`src/rtl/reservoir_state_update.sv`:
```
// reservoir_state_update: rescales 16 Q16.16 multiplier results to Q8.8, hard-tanh clamps them and
// leaks them into a 16-entry Q8.8 reservoir state. Define RES_SAT_COUNT_EN to build the saturation counter.
module reservoir_state_update #(
    parameter int LEAK_SHIFT = 2
) (
    input  logic        clk,
    input  logic        rst_n,
    input  logic        start,
    input  logic        clear,
    output logic [3:0]  prod_addr,
    input  logic [31:0] prod_data,
    input  logic [3:0]  state_addr,
    output logic [15:0] state_data,
    output logic        busy,
    output logic        done,
    output logic [4:0]  sat_cnt
);
    typedef enum logic [1:0] {IDLE, RUN, DONE} fsm_t;

    fsm_t               fsm_q, fsm_d;
    logic [3:0]         addr_q, addr_d, widx_q, widx_d;
    logic [1:0]         vld_q, vld_d;
    logic               done_q, done_d;
    logic [15:0]        rd_q, rd_d;
    logic [15:0]        mem_q [16];
    logic [15:0]        mem_d [16];
    logic               go, unused_lo;
    logic signed [23:0] u;
    logic signed [10:0] u_sat, x_old, diff, delta, x_sum;

    assign go        = (fsm_q == IDLE) && start;
    assign unused_lo = ^prod_data[7:0];
    assign u         = $signed(prod_data[31:8]);
    assign u_sat     = (u > 24'sd256) ? 11'sd256 : (u < -24'sd256) ? -11'sd256 : u[10:0];
    assign x_old     = mem_q[widx_q][10:0];
    assign diff      = u_sat - x_old;
    assign delta     = diff >>> LEAK_SHIFT;
    assign x_sum     = x_old + delta;

    // vld_q[0]: an index was presented this cycle; vld_q[1]: its registered data is on prod_data now
    always_comb begin
        fsm_d  = fsm_q;
        addr_d = addr_q;
        widx_d = widx_q;
        mem_d  = mem_q;
        vld_d  = {vld_q[0], go || (fsm_q == RUN && addr_q != 4'd15)};
        done_d = fsm_q == DONE;
        rd_d   = mem_q[state_addr];
        if (go) begin
            fsm_d  = RUN;
            addr_d = '0;
            widx_d = '0;
        end else if (fsm_q == IDLE && clear) begin
            for (int k = 0; k < 16; k++) mem_d[k] = '0;
        end
        if (fsm_q == RUN && addr_q != 4'd15) addr_d = addr_q + 4'd1;
        if (vld_q[1]) begin
            mem_d[widx_q] = {{5{x_sum[10]}}, x_sum};
            widx_d        = widx_q + 4'd1;
            if (widx_q == 4'd15) fsm_d = DONE;
        end
        if (fsm_q == DONE) fsm_d = IDLE;
    end

    always_ff @(posedge clk or negedge rst_n) begin
        if (!rst_n) begin
            fsm_q  <= IDLE;
            addr_q <= '0;
            widx_q <= '0;
            vld_q  <= '0;
            done_q <= 1'b0;
            rd_q   <= '0;
            for (int k = 0; k < 16; k++) mem_q[k] <= '0;
        end else begin
            fsm_q  <= fsm_d;
            addr_q <= addr_d;
            widx_q <= widx_d;
            vld_q  <= vld_d;
            done_q <= done_d;
            rd_q   <= rd_d;
            mem_q  <= mem_d;
        end
    end

`ifdef RES_SAT_COUNT_EN
    logic [4:0] cnt_q, cnt_d, sat_q, sat_d;

    always_comb begin
        cnt_d = go ? 5'd0 : (vld_q[1] && (u > 24'sd256 || u < -24'sd256)) ? cnt_q + 5'd1 : cnt_q;
        sat_d = (fsm_q == DONE) ? cnt_q : sat_q;
    end

    always_ff @(posedge clk or negedge rst_n) begin
        if (!rst_n) begin
            cnt_q <= '0;
            sat_q <= '0;
        end else begin
            cnt_q <= cnt_d;
            sat_q <= sat_d;
        end
    end

    assign sat_cnt = sat_q;
`else
    assign sat_cnt = '0;
`endif

    assign prod_addr  = addr_q;
    assign state_data = rd_q;
    assign busy       = fsm_q != IDLE;
    assign done       = done_q;
endmodule

```
`config.mk`:
```
export PLATFORM = sky130hd
export DESIGN_NAME = reservoir_state_update
export DESIGN_NICKNAME = d
export VERILOG_FILES = /design/src/rtl/reservoir_state_update.sv
export SDC_FILE = /design/constraint.sdc
export NUM_CORES = 1
export LEC_CHECK = 0
export CORE_MARGIN = 2
export CORE_UTILIZATION = 60
export CTS_CLUSTER_SIZE = 40
export DETAILED_ROUTE_END_ITERATION = 12
export DONT_BUFFER_PORTS = 1
export HOLD_SLACK_MARGIN = 0.02
export PLACE_DENSITY = 0.8
export SKIP_LAST_GASP = 1
export SYNTH_ARGS = -nofsm -noshare
export SYNTH_HDL_FRONTEND = slang
export SYNTH_SLANG_ARGS = --single-unit
```
`constraint.sdc`:
```
create_clock -name clk -period 6.3 [get_ports clk]
set_clock_uncertainty 0.05 [all_clocks]
set_input_delay 0.63 -clock clk [delete_from_list [all_inputs] [get_ports clk]]
set_output_delay 0.63 -clock clk [all_outputs]
set_load 0.1 [all_outputs]
```
=== After elaboration in Yosys (flattened, before gate mapping) ===
Cells that the tools add are included.

* Bits in registers: 285
* Bits of input ports: 40
* Output and inout port bits: 27
* Logic and storage cells: 67

* Add/subtract/negate cells: 4
* Order comparisons: 5
* Equal/unequal tests: 4
* Muxes and demuxes: 21
* Bitwise logic cells: 2
* Reductions and logical operators: 9

{| class="wikitable"
|+ Operators with widths
! kind !! number
|-
| $mux W256 || 3
|-
| $bwmux W256 || 1
|-
| $bmux W16 S4 || 2
|-
| $demux W16 S4 || 1
|-
| $mux W16 || 3
|-
| $mux W11 || 4
|-
| $gt A24 B10 Y1 const B || 1
|-
| $lt A24 B9 Y1 const B || 1
|-
| $mux W4 || 3
|-
| $add A11 B9 Y11 || 1
|-
| $sub A11 B11 Y11 || 1
|-
| $ge A5 B5 Y1 const B || 2
|-
| $not A4 Y5 || 2
|-
| $add A4 B1 Y4 const B || 2
|-
| $mux W2 || 4
|-
| $reduce_bool A2 Y1 || 3
|-
| $lt A5 B1 Y1 const B || 1
|-
| $eq A4 B4 Y1 const B || 1
|-
| $logic_and A1 B1 Y1 || 4
|-
| $ne A4 B4 Y1 const B || 1
|-
| $eq A2 B1 Y1 const B || 1
|-
| $eq A2 B2 Y1 const B || 1
|-
| $logic_not A2 Y1 || 1
|-
| $logic_or A1 B1 Y1 || 1
|}

=== Logic depth before layout (Yosys ltp) ===
* Depth after elaboration: 8
* Mapped depth: 22
* Mapped depth without buffers: 19

=== Worst setup path before layout ===
No wires, ideal clock.

* Path kind: register to register
* Start: register widx_q[0]
* End: register mem_q[122] in the netlist's numbering
* Library setup time: 0.140 ns
* Arrival time: 5.348 ns
* Data required time: 6.110 ns
* Path slack: 0.761 ns
* Stages on the path, launching flop included: 22
* Buffers on the path: 4
* Period minus slack after synthesis: 5.539 ns
* Cell sequence: dfrtp_1 -> buf_6 -> buf_1 -> mux4_2 -> mux4_2 -> inv_1 -> ha_1 -> a21o_1 -> a21oi_1 -> nor2_1 -> a311o_1 -> a21oi_4 -> buf_6 -> xnor2_1 -> xnor2_1 -> ha_1 -> a21o_1 -> a41oi_1 -> clkbuf_1 -> nor3_1 -> mux2i_2 -> nand3_1

{| class="wikitable"
|+ RTL lines
! element !! RTL line !! RTL
|-
| from (decl) || 21 || <nowiki>logic [3:0] addr_q, addr_d, widx_q, widx_d;</nowiki>
|-
| from (signal assigned) || 77 || <nowiki>widx_q <= widx_d;</nowiki>
|-
| to (signal assigned) || 81 || <nowiki>mem_q <= mem_d;</nowiki>
|-
| to (decl) || 25 || <nowiki>logic [15:0] mem_q [16];</nowiki>
|}

==> impl_metrics.ini <==
[worst_setup_path]
cpPeakStageDelay_ps = 770
cp.arrival_ps = 6100
cpMostUsedCell = buf_4
crit_fanout = 25
crit_path_start = widx_q[0]
required_ps = 6640
endpoint_kind = flip-flop
rrSetupSlack_ps = 540
critPathSlowestCell = dfrtp_4
path_delay_family = compound AO/OA/AOI/OAI gates
critPathLaunchType = flip-flop
worst-path-buf-inv = 2
r2r-start = widx_q[0]
critPathKind = reg2reg
crit_chain = buf_4, buf_4, mux4_2, mux2i_1, nand3_1, o221ai_4, o21a_1, nor2_1, xnor2_1, ha_1, a21o_1, a21oi_1, o21bai_1, a2111o_1, and2_1, xnor2_2, o21ai_0

[layout]
layout-drive-gt1-share_pct = 18.2
area_growth_pct = 7.73
multi_input_area_mm2 = 0.00779
nets = 1419
nFillCells = 1815
layout_commonest_cell = dfrtp_1
diodes = 0
final_cell_mix = 283 x dfrtp_1, 233 x nand3_1, 178 x nand2_1, 150 x o21ai_0, 134 x mux4_2
regArea_mm2 = 0.00714

[clocking]
cts_root_buf = clkbuf_16
ctsLongestPathBuffers = 3
post_cts_buffers = 0
cts_made_buffers = 31
cts_tree = done
insertion_delay_ps = 570
htreeDepth = 1
clock_sinks = 285
ctsResizeCount = 0
clk_pin_slew_worst_paths_ps = 60

[grt]
grt_max_degree = 286
grt_pass1_wl_um = 63200
antenna_found_initial = 0
grt-ovfl-total = 0
grt_pass1_vias = 11900
grt_usage_pct = 30.3

[placement]
dpl.hpwl_um = 24800
port_buffers = 0
place.gp.congestion = 0.922

[floorplan]
fp.dieW_um = 165
die_h_um = 165
num_rows = 58
initial_core_util_pct = 61.2
fp.dieArea_mm2 = 0.0271
core_area_mm2 = 0.0253
io_pins = 67

[detailed_routing]
dr.first_iter.drc_count = 1431
drt_first_pass_iters = 6
postRouteWirelength_um = 39400
route.detailed.drc = 0
vias = 11600
ant_nets = 0
wl_per_cell_um = 23.1
viasPerCell = 6.78

[logic_synthesis]
yosysSeqAreaShare_pct = 46.1
synth-edff-count = 0
synthArstFlopShare_pct = 100
avgSynthCellArea_um2 = 10.9
syn-cell-area_mm2 = 0.0155
synthDistinctLibCells = 60
ys_ff_latch = 285
synth_warnings = 0
synth_top_flop_cell = dfrtp_1
syn_inst = 1414

[timing]
worst_pin_slew_ps = 1210
fin_crit_sh_pct = 91.5
hold_violations = 285
rsz0062_at_grt = false
drv_slew = 0
whs_ps = -269
fin_tns_setup_ps = 0
setup_viol = 0
max_freq_mhz = 174
slew_headroom_pct = 19.0
finalCriticalPeriod_ps = 5760

[worst_hold_path]
min_path_type = in2async

[status]
violations = negative hold slack
status = finished with violations

[flow_run]
drv_cap = 0
-- registers in the layout, indices dropped and copies added, names as in the netlist --
| signal | count |
|---|---|
| vld_q | 2 |
| state_data | 16 |
| widx_q | 4 |
| fsm_q | 2 |
| prod_addr | 4 |
| mem_q | 256 |
| done | 1 |
-- routing by layer --
metal	up-vias	wire length, µm	part of all wire (%)	GRT usage [%]
met4	0	1330	3.4	11.1
met3	102	3690	9.4	7.86
met2	563	19700	50	51.1
li1	5067	-	-	-
met5	-	0	0	0
met1	5844	14700	37	38.1
-- layout make-up --
cell class / count / area share (%)
Clock buffer: 40 / 5.34
Tap cell: 330 / 2.48
Timing Repair Buffer: 16 / 0.721
Sequential cell: 285 / 42.8
Multi-Input combinational cell: 998 / 46.8
Clock inverter: 17 / 1.35
Inverter: 21 / 0.473
-- synthesized netlist by cell type (all sizes together), types with 3 or more instances --
library cell  count  share of area [%]
dfrtp           285                 46
nand3           233                7.5
nand2           178                4.3
o21ai           173                5.6
mux4            134                 20
clkbuf           76                1.8
nor2             73                1.8
nor3             39                1.3
buf              38                1.3
mux2i            33                3.0
ha               25                2.0
a21oi            21               0.78
inv              20               0.49
nor2b            10               0.40
xnor2            10               0.62
and3              8               0.32
and2              5               0.20
nand4             5               0.20
nor4              5               0.20
a21o              4               0.19
xor2              4               0.23
o21bai            3               0.15
or3               3               0.12
-- metrics by stage --
step / hold slack (ps) / util, % / std cells / instance area [µm²] / setup slack [ps]
finish: -269 / 66.0 / 1707 / 16700 / 538
global route: -278 / 66.0 / 1707 / 16700 / 137
CTS: -290 / 66.0 / 1707 / 16700 / 530
detailed placement: 286 / 61.5 / 1650 / 15500 / 497
global placement: 282 / 61.5 / 1650 / 15500 / 650
floorplan: 281 / - / 1418 / 15500 / 761
-- final timing paths --
kind / end / cells after the start
max: mem_q[23] / 17
min: state_data[2] / 0
max reg2reg: mem_q[23] / 17
min reg2reg: vld_q[1] / 0
max in group asynchronous: mem_q[22] / 0
min in group clk: fsm_q[0] / 2
-- kinds of logic (layout without fill, tap and decap cells) --
logic type                 count (synthesis)  in the layout  synth area share [%]
and+or+nand+nor                          568            568                  16.8
adders and majority gates                 26             26                  2.15
DFF                                      285            285                  46.1
xor gates and xnor gates                  14             14                 0.842
buffers and inverters                    135             94                  3.70
AOI/OAI and AO/OA                        217            217                  7.75
other                                      1              5                0.0243
muxes                                    168            168                  22.6
Power is left out: the tool's default activity adds up to more than one toggle a clock period on the data nets, which glitch-free logic cannot reach.
